===== src/rtl/core_types_pkg.sv =====
`default_nettype none
//==============================================================================
// Package  : core_types_pkg
// Brief    : Shared core types: ALU op encoding and PRF sizing constants.
// Revision : 1.0 - initial release
//==============================================================================
package core_types_pkg;

    localparam int LOG_PR_COUNT       = 6;
    localparam int PRF_BANK_COUNT     = 4;
    localparam int LOG_PRF_BANK_COUNT = 2;

    typedef enum logic [3:0] {
        ALU_ADD  = 4'b0000,
        ALU_SLL  = 4'b0001,
        ALU_SLT  = 4'b0010,
        ALU_SLTU = 4'b0011,
        ALU_XOR  = 4'b0100,
        ALU_SRL  = 4'b0101,
        ALU_OR   = 4'b0110,
        ALU_AND  = 4'b0111,
        ALU_SUB  = 4'b1000,
        ALU_SRA  = 4'b1101
    } alu_op_t;

    // Only SUB and SRA use the top bit; every other 1xxx code aliases its 0xxx op.
    function automatic alu_op_t decode_alu_op(input logic [3:0] raw);
        alu_op_t op;
        if (raw == ALU_SUB || raw == ALU_SRA)
            op = alu_op_t'(raw);
        else
            op = alu_op_t'({1'b0, raw[2:0]});
        return op;
    endfunction

endpackage
`default_nettype wire


===== src/rtl/alu_pipeline_if.sv =====
`default_nettype none
//==============================================================================
// Interface : alu_pipeline_if
// Brief     : Issue, PRF read, forward and writeback signals of the ALU pipe.
// Revision  : 1.0 - initial release
//==============================================================================
interface alu_pipeline_if;
    import core_types_pkg::*;

    logic                                   issue_valid;
    logic [3:0]                             issue_op;
    logic                                   issue_is_imm;
    logic [31:0]                            issue_imm;
    logic                                   issue_A_unneeded;
    logic                                   issue_A_forward;
    logic [LOG_PRF_BANK_COUNT-1:0]          issue_A_bank;
    logic                                   issue_B_forward;
    logic [LOG_PRF_BANK_COUNT-1:0]          issue_B_bank;
    logic [LOG_PR_COUNT-1:0]                issue_dest_PR;
    logic                                   issue_ready;

    logic                                   A_reg_read_ack;
    logic                                   B_reg_read_ack;
    logic [31:0]                            A_reg_read_data;
    logic [31:0]                            B_reg_read_data;
    logic [PRF_BANK_COUNT-1:0][31:0]        forward_data_by_bank;

    logic                                   WB_valid;
    logic [31:0]                            WB_data;
    logic [LOG_PR_COUNT-1:0]                WB_PR;
    logic                                   WB_ready;

    // Issue queue / PRF / arbiter side
    modport master (
        output issue_valid, issue_op, issue_is_imm, issue_imm,
               issue_A_unneeded, issue_A_forward, issue_A_bank,
               issue_B_forward, issue_B_bank, issue_dest_PR,
               A_reg_read_ack, B_reg_read_ack, A_reg_read_data, B_reg_read_data,
               forward_data_by_bank, WB_ready,
        input  issue_ready, WB_valid, WB_data, WB_PR
    );

    // ALU pipeline side
    modport slave (
        input  issue_valid, issue_op, issue_is_imm, issue_imm,
               issue_A_unneeded, issue_A_forward, issue_A_bank,
               issue_B_forward, issue_B_bank, issue_dest_PR,
               A_reg_read_ack, B_reg_read_ack, A_reg_read_data, B_reg_read_data,
               forward_data_by_bank, WB_ready,
        output issue_ready, WB_valid, WB_data, WB_PR
    );

endinterface
`default_nettype wire


===== src/rtl/alu_pipeline_alu.sv =====
`default_nettype none
//==============================================================================
// Module   : alu
// Brief    : Combinational 32-bit integer ALU.
// Revision : 1.0 - initial release
//==============================================================================
module alu
    import core_types_pkg::*;
(
    input  wire alu_op_t     i_op,
    input  wire logic [31:0] i_a,
    input  wire logic [31:0] i_b,
    output logic      [31:0] o_result
);

    logic [4:0] w_shamt;
    assign w_shamt = i_b[4:0];

    // Evaluate the decoded op; shifts only look at the low five bits of B.
    always_comb begin
        o_result = '0;
        case (i_op)
            ALU_ADD:  o_result = i_a + i_b;
            ALU_SUB:  o_result = i_a - i_b;
            ALU_SLL:  o_result = i_a << w_shamt;
            ALU_SLT:  o_result = {31'b0, ($signed(i_a) < $signed(i_b))};
            ALU_SLTU: o_result = {31'b0, (i_a < i_b)};
            ALU_XOR:  o_result = i_a ^ i_b;
            ALU_SRL:  o_result = i_a >> w_shamt;
            ALU_SRA:  o_result = $unsigned($signed(i_a) >>> w_shamt);
            ALU_OR:   o_result = i_a | i_b;
            ALU_AND:  o_result = i_a & i_b;
            default:  o_result = '0;
        endcase
    end

endmodule
`default_nettype wire


===== src/rtl/alu_pipeline.sv =====
`default_nettype none
//==============================================================================
// Module   : alu_pipeline
// Brief    : Three-stage (operand collect / execute / writeback) ALU pipe fed
//            by the ALU issue queue and drained by the PRF writeback arbiter.
// Revision : 1.0 - initial release
//==============================================================================
module alu_pipeline
    import core_types_pkg::*;
(
    input  wire logic        CLK,
    input  wire logic        nRST,
    alu_pipeline_if.slave    bus
);

    // OC stage
    logic                           r_oc_valid;
    logic                           r_oc_first;
    alu_op_t                        r_oc_op;
    logic [LOG_PR_COUNT-1:0]        r_oc_dest;
    logic                           r_oc_a_fwd;
    logic [LOG_PRF_BANK_COUNT-1:0]  r_oc_a_bank;
    logic                           r_oc_b_fwd;
    logic [LOG_PRF_BANK_COUNT-1:0]  r_oc_b_bank;
    logic                           r_a_done;
    logic [31:0]                    r_a_val;
    logic                           r_b_done;
    logic [31:0]                    r_b_val;
    // EX stage
    logic                           r_ex_valid;
    logic [31:0]                    r_ex_result;
    logic [LOG_PR_COUNT-1:0]        r_ex_dest;
    // WB stage
    logic                           r_wb_valid;
    logic [31:0]                    r_wb_data;
    logic [LOG_PR_COUNT-1:0]        r_wb_pr;

    logic        w_a_capture, w_b_capture, w_a_done, w_b_done;
    logic [31:0] w_a_cap_val, w_b_cap_val, w_a_value, w_b_value, w_result;
    logic        w_ex_advance, w_ex_load, w_oc_advance, w_issue_ready, w_issue_xfer;

    // Merge this cycle's operand arrivals with saved state and derive stage handshakes.
    always_comb begin
        // Forwarded operands are only on the bus during the first OC cycle.
        w_a_cap_val   = r_oc_a_fwd ? bus.forward_data_by_bank[r_oc_a_bank] : bus.A_reg_read_data;
        w_a_capture   = r_oc_valid && !r_a_done && (r_oc_a_fwd ? r_oc_first : bus.A_reg_read_ack);
        w_a_done      = r_a_done || w_a_capture;
        w_a_value     = r_a_done ? r_a_val : w_a_cap_val;

        w_b_cap_val   = r_oc_b_fwd ? bus.forward_data_by_bank[r_oc_b_bank] : bus.B_reg_read_data;
        w_b_capture   = r_oc_valid && !r_b_done && (r_oc_b_fwd ? r_oc_first : bus.B_reg_read_ack);
        w_b_done      = r_b_done || w_b_capture;
        w_b_value     = r_b_done ? r_b_val : w_b_cap_val;

        w_ex_advance  = !r_wb_valid || bus.WB_ready;
        // EX can take a new op when it is empty even if WB is stalled.
        w_ex_load     = !r_ex_valid || w_ex_advance;
        w_oc_advance  = r_oc_valid && w_a_done && w_b_done && w_ex_load;
        w_issue_ready = !r_oc_valid || w_oc_advance;
        w_issue_xfer  = bus.issue_valid && w_issue_ready;
    end

    alu u_alu (
        .i_op     (r_oc_op),
        .i_a      (w_a_value),
        .i_b      (w_b_value),
        .o_result (w_result)
    );

    // OC register: load a new issue, otherwise retire on advance and save captured operands.
    always_ff @(posedge CLK) begin
        if (!nRST) begin
            r_oc_valid  <= 1'b0;
            r_oc_first  <= 1'b0;
            r_oc_op     <= ALU_ADD;
            r_oc_dest   <= '0;
            r_oc_a_fwd  <= 1'b0;
            r_oc_a_bank <= '0;
            r_oc_b_fwd  <= 1'b0;
            r_oc_b_bank <= '0;
            r_a_done    <= 1'b0;
            r_a_val     <= '0;
            r_b_done    <= 1'b0;
            r_b_val     <= '0;
        end else if (w_issue_xfer) begin
            r_oc_valid  <= 1'b1;
            r_oc_first  <= 1'b1;
            r_oc_op     <= decode_alu_op(bus.issue_op);
            r_oc_dest   <= bus.issue_dest_PR;
            r_oc_a_fwd  <= bus.issue_A_forward;
            r_oc_a_bank <= bus.issue_A_bank;
            r_oc_b_fwd  <= bus.issue_B_forward;
            r_oc_b_bank <= bus.issue_B_bank;
            r_a_done    <= bus.issue_A_unneeded;
            r_a_val     <= '0;
            r_b_done    <= bus.issue_is_imm;
            r_b_val     <= bus.issue_imm;
        end else begin
            r_oc_first <= 1'b0;
            if (w_oc_advance)
                r_oc_valid <= 1'b0;
            if (w_a_capture) begin
                r_a_done <= 1'b1;
                r_a_val  <= w_a_cap_val;
            end
            if (w_b_capture) begin
                r_b_done <= 1'b1;
                r_b_val  <= w_b_cap_val;
            end
        end
    end

    // EX register: capture the ALU result on the OC advance edge.
    always_ff @(posedge CLK) begin
        if (!nRST) begin
            r_ex_valid  <= 1'b0;
            r_ex_result <= '0;
            r_ex_dest   <= '0;
        end else if (w_ex_load) begin
            r_ex_valid <= w_oc_advance;
            if (w_oc_advance) begin
                r_ex_result <= w_result;
                r_ex_dest   <= r_oc_dest;
            end
        end
    end

    // WB register: hold while stalled, otherwise replace with EX contents or clear.
    always_ff @(posedge CLK) begin
        if (!nRST) begin
            r_wb_valid <= 1'b0;
            r_wb_data  <= '0;
            r_wb_pr    <= '0;
        end else if (w_ex_advance) begin
            r_wb_valid <= r_ex_valid;
            r_wb_data  <= r_ex_valid ? r_ex_result : 32'h0;
            r_wb_pr    <= r_ex_valid ? r_ex_dest   : '0;
        end
    end

    assign bus.issue_ready = w_issue_ready;
    assign bus.WB_valid    = r_wb_valid;
    assign bus.WB_data     = r_wb_data;
    assign bus.WB_PR       = r_wb_pr;

endmodule
`default_nettype wire


===== src/flat_wrapper.sv =====
// flat-port wrapper written by rule: the top's interface ports become plain ports
module alu_pipeline_flat import core_types_pkg::*;
  (CLK, nRST, bus_issue_valid, bus_issue_op, bus_issue_is_imm, bus_issue_imm, bus_issue_A_unneeded, bus_issue_A_forward, bus_issue_A_bank, bus_issue_B_forward, bus_issue_B_bank, bus_issue_dest_PR, bus_A_reg_read_ack, bus_B_reg_read_ack, bus_A_reg_read_data, bus_B_reg_read_data, bus_forward_data_by_bank, bus_WB_ready, bus_issue_ready, bus_WB_valid, bus_WB_data, bus_WB_PR);
  alu_pipeline_if bus_i ();
  input  wire logic CLK;
  input  wire logic nRST;
  input wire logic [$bits(bus_i.issue_valid)-1:0] bus_issue_valid;
  input wire logic [$bits(bus_i.issue_op)-1:0] bus_issue_op;
  input wire logic [$bits(bus_i.issue_is_imm)-1:0] bus_issue_is_imm;
  input wire logic [$bits(bus_i.issue_imm)-1:0] bus_issue_imm;
  input wire logic [$bits(bus_i.issue_A_unneeded)-1:0] bus_issue_A_unneeded;
  input wire logic [$bits(bus_i.issue_A_forward)-1:0] bus_issue_A_forward;
  input wire logic [$bits(bus_i.issue_A_bank)-1:0] bus_issue_A_bank;
  input wire logic [$bits(bus_i.issue_B_forward)-1:0] bus_issue_B_forward;
  input wire logic [$bits(bus_i.issue_B_bank)-1:0] bus_issue_B_bank;
  input wire logic [$bits(bus_i.issue_dest_PR)-1:0] bus_issue_dest_PR;
  input wire logic [$bits(bus_i.A_reg_read_ack)-1:0] bus_A_reg_read_ack;
  input wire logic [$bits(bus_i.B_reg_read_ack)-1:0] bus_B_reg_read_ack;
  input wire logic [$bits(bus_i.A_reg_read_data)-1:0] bus_A_reg_read_data;
  input wire logic [$bits(bus_i.B_reg_read_data)-1:0] bus_B_reg_read_data;
  input wire logic [$bits(bus_i.forward_data_by_bank)-1:0] bus_forward_data_by_bank;
  input wire logic [$bits(bus_i.WB_ready)-1:0] bus_WB_ready;
  output wire logic [$bits(bus_i.issue_ready)-1:0] bus_issue_ready;
  output wire logic [$bits(bus_i.WB_valid)-1:0] bus_WB_valid;
  output wire logic [$bits(bus_i.WB_data)-1:0] bus_WB_data;
  output wire logic [$bits(bus_i.WB_PR)-1:0] bus_WB_PR;
  assign bus_i.issue_valid = bus_issue_valid;
  assign bus_i.issue_op = bus_issue_op;
  assign bus_i.issue_is_imm = bus_issue_is_imm;
  assign bus_i.issue_imm = bus_issue_imm;
  assign bus_i.issue_A_unneeded = bus_issue_A_unneeded;
  assign bus_i.issue_A_forward = bus_issue_A_forward;
  assign bus_i.issue_A_bank = bus_issue_A_bank;
  assign bus_i.issue_B_forward = bus_issue_B_forward;
  assign bus_i.issue_B_bank = bus_issue_B_bank;
  assign bus_i.issue_dest_PR = bus_issue_dest_PR;
  assign bus_i.A_reg_read_ack = bus_A_reg_read_ack;
  assign bus_i.B_reg_read_ack = bus_B_reg_read_ack;
  assign bus_i.A_reg_read_data = bus_A_reg_read_data;
  assign bus_i.B_reg_read_data = bus_B_reg_read_data;
  assign bus_i.forward_data_by_bank = bus_forward_data_by_bank;
  assign bus_i.WB_ready = bus_WB_ready;
  assign bus_issue_ready = bus_i.issue_ready;
  assign bus_WB_valid = bus_i.WB_valid;
  assign bus_WB_data = bus_i.WB_data;
  assign bus_WB_PR = bus_i.WB_PR;
  alu_pipeline u_core (.CLK(CLK), .nRST(nRST), .bus(bus_i));
endmodule

===== config.mk =====
export PLATFORM = sky130hd
export DESIGN_NAME = alu_pipeline_flat
export DESIGN_NICKNAME = d
export VERILOG_FILES = /design/src/rtl/core_types_pkg.sv /design/src/rtl/alu_pipeline_if.sv /design/src/rtl/alu_pipeline_alu.sv /design/src/rtl/alu_pipeline.sv /design/src/flat_wrapper.sv
export SDC_FILE = /design/constraint.sdc
export NUM_CORES = 1
export LEC_CHECK = 0
export CAP_MARGIN = 20
export CELL_PAD_IN_SITES_DETAIL_PLACEMENT = 1
export CELL_PAD_IN_SITES_GLOBAL_PLACEMENT = 1
export CORE_ASPECT_RATIO = 0.7
export CORE_UTILIZATION = 44
export DETAILED_ROUTE_END_ITERATION = 10
export PLACE_DENSITY_LB_ADDON = 0.1
export SLEW_MARGIN = 40
export SYNTH_ARGS = -nofsm -noshare
export SYNTH_HDL_FRONTEND = slang
export SYNTH_SLANG_ARGS = --single-unit
export TNS_END_PERCENT = 100

===== constraint.sdc =====
create_clock -name CLK -period 11.6 [get_ports CLK]
set_input_delay 2.32 -clock CLK [delete_from_list [all_inputs] [get_ports CLK]]
set_output_delay 2.32 -clock CLK [all_outputs]
set_load 0.005 [all_outputs]

## Word level (Yosys, flattened, before mapping)

Index checks and enable logic that the tools add are counted.

- Add/subtract/negate cells: 2
- Multiply operators: 0
- Div/mod/pow operators: 0
- Magnitude comparators: 4
- Equal/unequal tests: 11
- Shift-type cells: 3
- Mux-type cells: 23
- Bitwise operators: 4
- Reduce and logical (&&, ||, !) cells: 25

Operator list:

| kind | count |
|---|---|
| 32-bit case mux with 10 select lines | 1 |
| 32-bit 2-to-1 mux | 9 |
| 32-bit binary-select mux with 2-bit select | 2 |
| 32-bit less-than comparator | 2 |
| 32-bit adder | 1 |
| 32-bit AND | 1 |
| 32-bit bitwise OR | 1 |
| 32-bit by 5-bit left shift with 32-bit output | 1 |
| 32-bit by 5-bit >> shifter with 32-bit output | 1 |
| 32-bit by 5-bit >>> shifter with 32-bit output | 1 |
| 32-bit subtractor | 1 |
| 32-bit bitwise XOR | 1 |
| 4-bit by 3-bit equality test with 1-bit output, second input constant | 4 |
| 4-bit equality test, second input constant | 4 |
| 1-bit 2-to-1 mux | 9 |
| 4-bit by 2-bit equality test with 1-bit output, second input constant | 2 |
| 1-bit logical AND | 8 |
| 1-bit logical OR | 6 |
| 2-bit by 3-bit less-than comparator with 1-bit output, second input constant | 2 |
| 6-bit 2-to-1 mux | 1 |
| 2-bit nonzero test | 3 |
| 1-bit logical NOT | 5 |
| 4-bit by 1-bit equality test with 1-bit output, second input constant | 1 |
| 4-bit logical NOT | 1 |
| 4 further kinds | 4 |

- Flip-flop bits (word level): 162
- Latch bits: 0
- Memory bits (writable): 0
- Bits in read-only memories: 0
- Bits of input ports: 248
- Output and inout port bits: 40
- Logic and storage cells: 90
- Memories kept: 0

## Longest topological paths before layout

- Depth in word-level cells: 10
- Mapped depth: 20
- Depth with buffers taken out: 16

## Cells and area by module

From an unflattened synthesis, not the netlist that was laid out.

- Cell total of the unflattened synthesis: 2306
- Area, all modules: 18387.6 um^2

Modules (own cells, without submodules):

| module | times used | cells each | area each (um^2) | sequential area each (um^2) |
|---|---|---|---|---|
| alu_pipeline | 1 | 1028 | 9653.0 | 3243.1 |
| alu | 1 | 1278 | 8734.6 | 0.0 |

## Least setup slack after synthesis

OpenSTA, ideal clock, no wires.

- Kind: input port to flip-flop
- Start: input port bus_forward_data_by_bank[98]
- End: register u_core.r_ex_result[30]
- Library setup time: 91 ps
- Arrival: 6583 ps
- Data required time: 11509 ps
- Path slack: 4926 ps
- Stages on the path: 16
- Buffers on the path: 3
- Path through: mux4_2 a222oi_1 buf_2 buf_2 buf_2 ha_1 nand2b_1 a2111o_1 o211a_1 o21a_1 o221ai_1 a31oi_1 o41ai_1 a221oi_1 mux2i_1 a311oi_1

- Longest elaborated chain between the ends: 6
- Elaborated cells between the ends (all ways): 14
- Classes of those cells: add/sub: 2; shift: 3; mux: 9

Ends and longest elaborated chain:

| element | RTL line | RTL |
|---|---|---|
| start: declaration | flat_wrapper.sv:21 | `input wire logic [$bits(bus_i.forward_data_by_bank)-1:0] bus_forward_data_by_bank;` |
| 32-bit binary-select mux with 2-bit select, on equally long branches | alu_pipeline.sv:45, alu_pipeline.sv:50 |  |
| 32-bit 2-to-1 mux, on equally long branches (2 in a row) | alu_pipeline.sv:45, alu_pipeline.sv:50 |  |
| 32-bit 2-to-1 mux, on equally long branches | alu_pipeline.sv:48, alu_pipeline.sv:53 |  |
| 32-bit subtractor (tied with other cells) | alu_pipeline_alu.sv:24 | `ALU_SUB: o_result = i_a - i_b;` |
| 32-bit case mux with 10 select lines * | alu_pipeline_alu.sv:22 | `case (i_op)` |
| end signal: assignment | alu_pipeline.sv:122 | `r_ex_result <= w_result;` |
| end: declaration | alu_pipeline.sv:31 | `logic [31:0] r_ex_result;` |

Mark *: on every way between the ends. The rest lies on a longest branch, timed or not. The select of a mux whose other input is x is not followed.
A chain may end at the register's enable or synchronous reset.

## Final worst setup path

- Start: input port bus_forward_data_by_bank[96]
- End: register u_core.r_ex_result[30]

Same word-level chain as after synthesis.

==> key figures <==
Clock network
  • Clock Path Buffers: 2
  • CTS buffer count: 17
  • Worst-path clk slew: 0.08 ns
  • Latest clock arrival within the worst-skew pair: 0.48 ns
  • Root buffer cell: clkbuf_16
  • Post-CTS setup buffers: 0
  • Clk sinks: 162
  • Post_cts resized: 0
  • CTS tree: yes
  • H-tree depth: 4
  • Hold-fix buffers, CTS: 0

Timing
  • Worst slew margin: 0.3507
  • Setup TNS: 0 ns
  • Final hold vios: 0
  • RSZ-0062 raised after global routing: false
  • Hold WS: 0.4538 ns
  • Final Skew: 0.01721 ns
  • Min Tclk post-route: 8.018 ns
  • Setup-failing EPs final: 0
  • Slew Limit Fails: 0
  • Worst-margin pin slew: 0.9618 ns
  • Fmax achieved: 124.7 MHz
  • Tcrit/Tclk final: 0.6912

Drt
  • Routed length per instance: 32.99 um
  • Vias per cell: 7.021
  • Remaining DRCs: 0
  • Number of detailed-route iterations in the first pass: 9
  • Drt total wl: 96.86 mm
  • Vias: 20620
  • 1st-iter DRT viols: 3093
  • Post-DRT Antenna Nets: 0

Setup path
  • FF-to-FF path depth: 18
  • Startpoint Class: input port
  • Worst flop-to-flop path startpoint: u_core.r_oc_b_bank[0]
  • Worst R2R End: u_core.r_ex_result[30]
  • Slowest CP cell: o221ai_1
  • Critical path arrival: 8.39 ns
  • Worst Path Max Fanout: 71
  • R2R setup slack: 4.87 ns
  • CP required: 11.97 ns
  • Critical Path, Cell by Cell: clkdlybuf4s50_1, mux4_2, a221oi_4, buf_6, inv_2, ha_1, inv_1, fa_1, nand2b_1, a2111o_1, o211a_1, o21a_1, o221ai_1, a31oi_1, o41ai_1, a221oi_1, mux2i_1, a311oi_1
  • Max incr delay on CP: 0.55 ns
  • Setup crit end kind: register
  • Critical path type: in2reg

Logic synthesis
  • Syn Nets: 2561
  • EDFF count, synth: 0
  • Post-synthesis area per instance: 7.736 um2
  • Synth warn: 0
  • Ranking of synthesized cells by area: dfxtp_1, mux2i_1, mux4_2, ha_1, a21oi_1
  • Top-count cell post-synth: nand2_1
  • Primary FF master, synth: dfxtp_1
  • Asr flop ratio synth: 0
  • Top post-synthesis cells by count: nand2_1, nor2_1, a21oi_1
  • Number of distinct library cells after synthesis: 85
  • Register area share after synthesis: 0.1894
  • Mapped cell area: 0.01712 mm2
  • Cells after Synth: 2213
  • Synth top area share: 0.1894
  • Cell taking the most area after synthesis: dfxtp_1
  • Synthesized flop and latch total: 162

Place
  • Port Buf Inserts: 287
  • DP HPWL: 75.49 mm
  • Routability cong.: 1.063
  • Dpl cell area: 0.02027 mm2

Outcome
  • Status: completed

Layout
  • Filler cells: 4637
  • Area Growth Syn to Fin: 22.20%
  • Final Util: 0.5453
  • Fin area: 0.02092 mm2
  • Share of post-route cells with drive strength above 1: 0.09871
  • Nets: 2736

Floorplan
  • Die area: 0.03972 mm2
  • Die Span Y: 167.0 um
  • Die Wd: 237.8 um
  • Ports: 288
  • Initial core utilization: 0.4463
  • Floorplan row count: 60
  • Core Box Area: 0.03836 mm2

Power and ir drop
  • Peak supply drop: 114.1 uV
  • Leak pwr: 8.028 nW
  • P per Cell Area: 126.3 mW/mm2

Hold path
  • Hold_sp: u_core.bus.WB_PR[5]
  • HP Class: reg2reg
  • Hold Path End: u_core.bus.WB_PR[5]
  • Hold path depth: 2

Run
  • Max-Cap Viols: 0

GRT
  • Largest net degree at the start of global routing: 72
  • Initial antenna violation count: 11
  • Global-route wire length before repair: 140.2 mm
  • Number of global-route vias before repair: 20330
  • GRT Resource Usage Total: 0.4801
  • Grt total ovfl: 0
-- cells by family after synthesis --
group	Yosys count	share of synthesized area
AO/OA/AOI/OAI	711	0.2732
XOR/XNOR	15	0.007674
adder cells (fa/ha/maj)	100	0.07396
buffers and inverters	290	0.07374
flip-flops	162	0.1894
multiplexers	270	0.2096
AND/OR/NAND/NOR	665	0.1724
-- routing by layer --
metal  vias up  track usage  share of wire
li1       8563            -              -
met1     10170       0.6472           0.41
met2      1567       0.6850           0.41
met3       307       0.1769           0.14
met4         4       0.1972          0.047
met5         -            0        0.00025
-- flip-flops by register name, indices dropped and copies added, names as in the netlist --
| signal | flops |
|---|---|
| u_core.bus.WB_PR | 6 |
| u_core.bus.WB_data | 32 |
| u_core.bus.WB_valid | 1 |
| u_core.r_a_done | 1 |
| u_core.r_a_val | 32 |
| u_core.r_b_done | 1 |
| u_core.r_b_val | 32 |
| u_core.r_ex_dest | 6 |
| u_core.r_ex_result | 32 |
| u_core.r_ex_valid | 1 |
| u_core.r_oc_a_bank | 2 |
| u_core.r_oc_a_fwd | 1 |
| u_core.r_oc_b_bank | 2 |
| u_core.r_oc_b_fwd | 1 |
| u_core.r_oc_dest | 6 |
| u_core.r_oc_first | 1 |
| u_core.r_oc_op | 4 |
| u_core.r_oc_valid | 1 |
-- stage by stage --
step | power [W] | setup slack, ns | cells
finish | 0.002643 | 3.582 | 2936
global route | 0.002708 | 3.337 | 2931
CTS | 0.002557 | 3.554 | 2927
detailed placement | 0.001946 | 3.188 | 2895
global placement | 0.001904 | 3.300 | 2894
floorplan | 0.001428 | 4.926 | 2213
-- layout make-up --
cell class                 instances  area, um2  share of cell area
antenna                            8      20.02           0.0009569
inverter                          99      371.6             0.01776
clock buffer                      17      425.4             0.02033
tap                              527      659.4             0.03152
multi-input combinational       1761      12690              0.6065
clock inverter                    15      185.2            0.008852
timing repair buffer             347       3322              0.1588
sequential                       162       3248              0.1553
-- worst max-delay path, delay by kind of cell --
family | cells | cell delay, ns
adders and majority gates | 2 | 0.62
buffers and inverters | 4 | 1.54
muxes | 2 | 0.68
AOI/OAI and AO/OA | 9 | 3.06
and+or+nand+nor | 1 | 0.09
-- worst max path at each step --
stage                            startpoint                     end  slack (ns)
6_report       bus_forward_data_by_bank[96]  u_core.r_ex_result[30]        3.58
3_5_place_dp   bus_forward_data_by_bank[96]  u_core.r_ex_result[30]        3.19
4_1_cts        bus_forward_data_by_bank[96]  u_core.r_ex_result[30]        3.55
2_1_floorplan  bus_forward_data_by_bank[98]  u_core.r_ex_result[30]        4.93
5_1_grt        bus_forward_data_by_bank[96]  u_core.r_ex_result[30]        3.34
3_3_place_gp   bus_forward_data_by_bank[96]  u_core.r_ex_result[30]        3.30
-- cells in the final DEF (no fill, tap or decap), types with 13 or more instances in the layout --
| cell | n |
|---|---|
| mux2i_1 | 162 |
| dfxtp_1 | 158 |
| o22ai_1 | 22 |
| a221oi_1 | 36 |
| nor2_1 | 213 |
| nor3_1 | 28 |
| ha_1 | 98 |
| clkdlybuf4s50_1 | 287 |
| a31oi_1 | 22 |
| mux2_2 | 42 |
| and2_1 | 37 |
| inv_1 | 94 |
| a21oi_1 | 210 |
| nor2b_1 | 14 |
| nand2_1 | 224 |
| buf_4 | 57 |
| a22oi_1 | 23 |
| nand2b_1 | 13 |
| a22o_1 | 19 |
| mux4_2 | 57 |
| o21ai_0 | 146 |
| o211ai_1 | 28 |
| a221o_1 | 16 |
| clkbuf_16 | 17 |
| a211oi_1 | 51 |
| nand3_1 | 70 |
-- power by group --
part           internal [W]  leakage [nW]  switching, W
logic              0.000486          6.42      0.000951
registers          0.000577          1.32     0.0000151
clock network      0.000293         0.293      0.000321
Power figures use the tool's default switching activity.
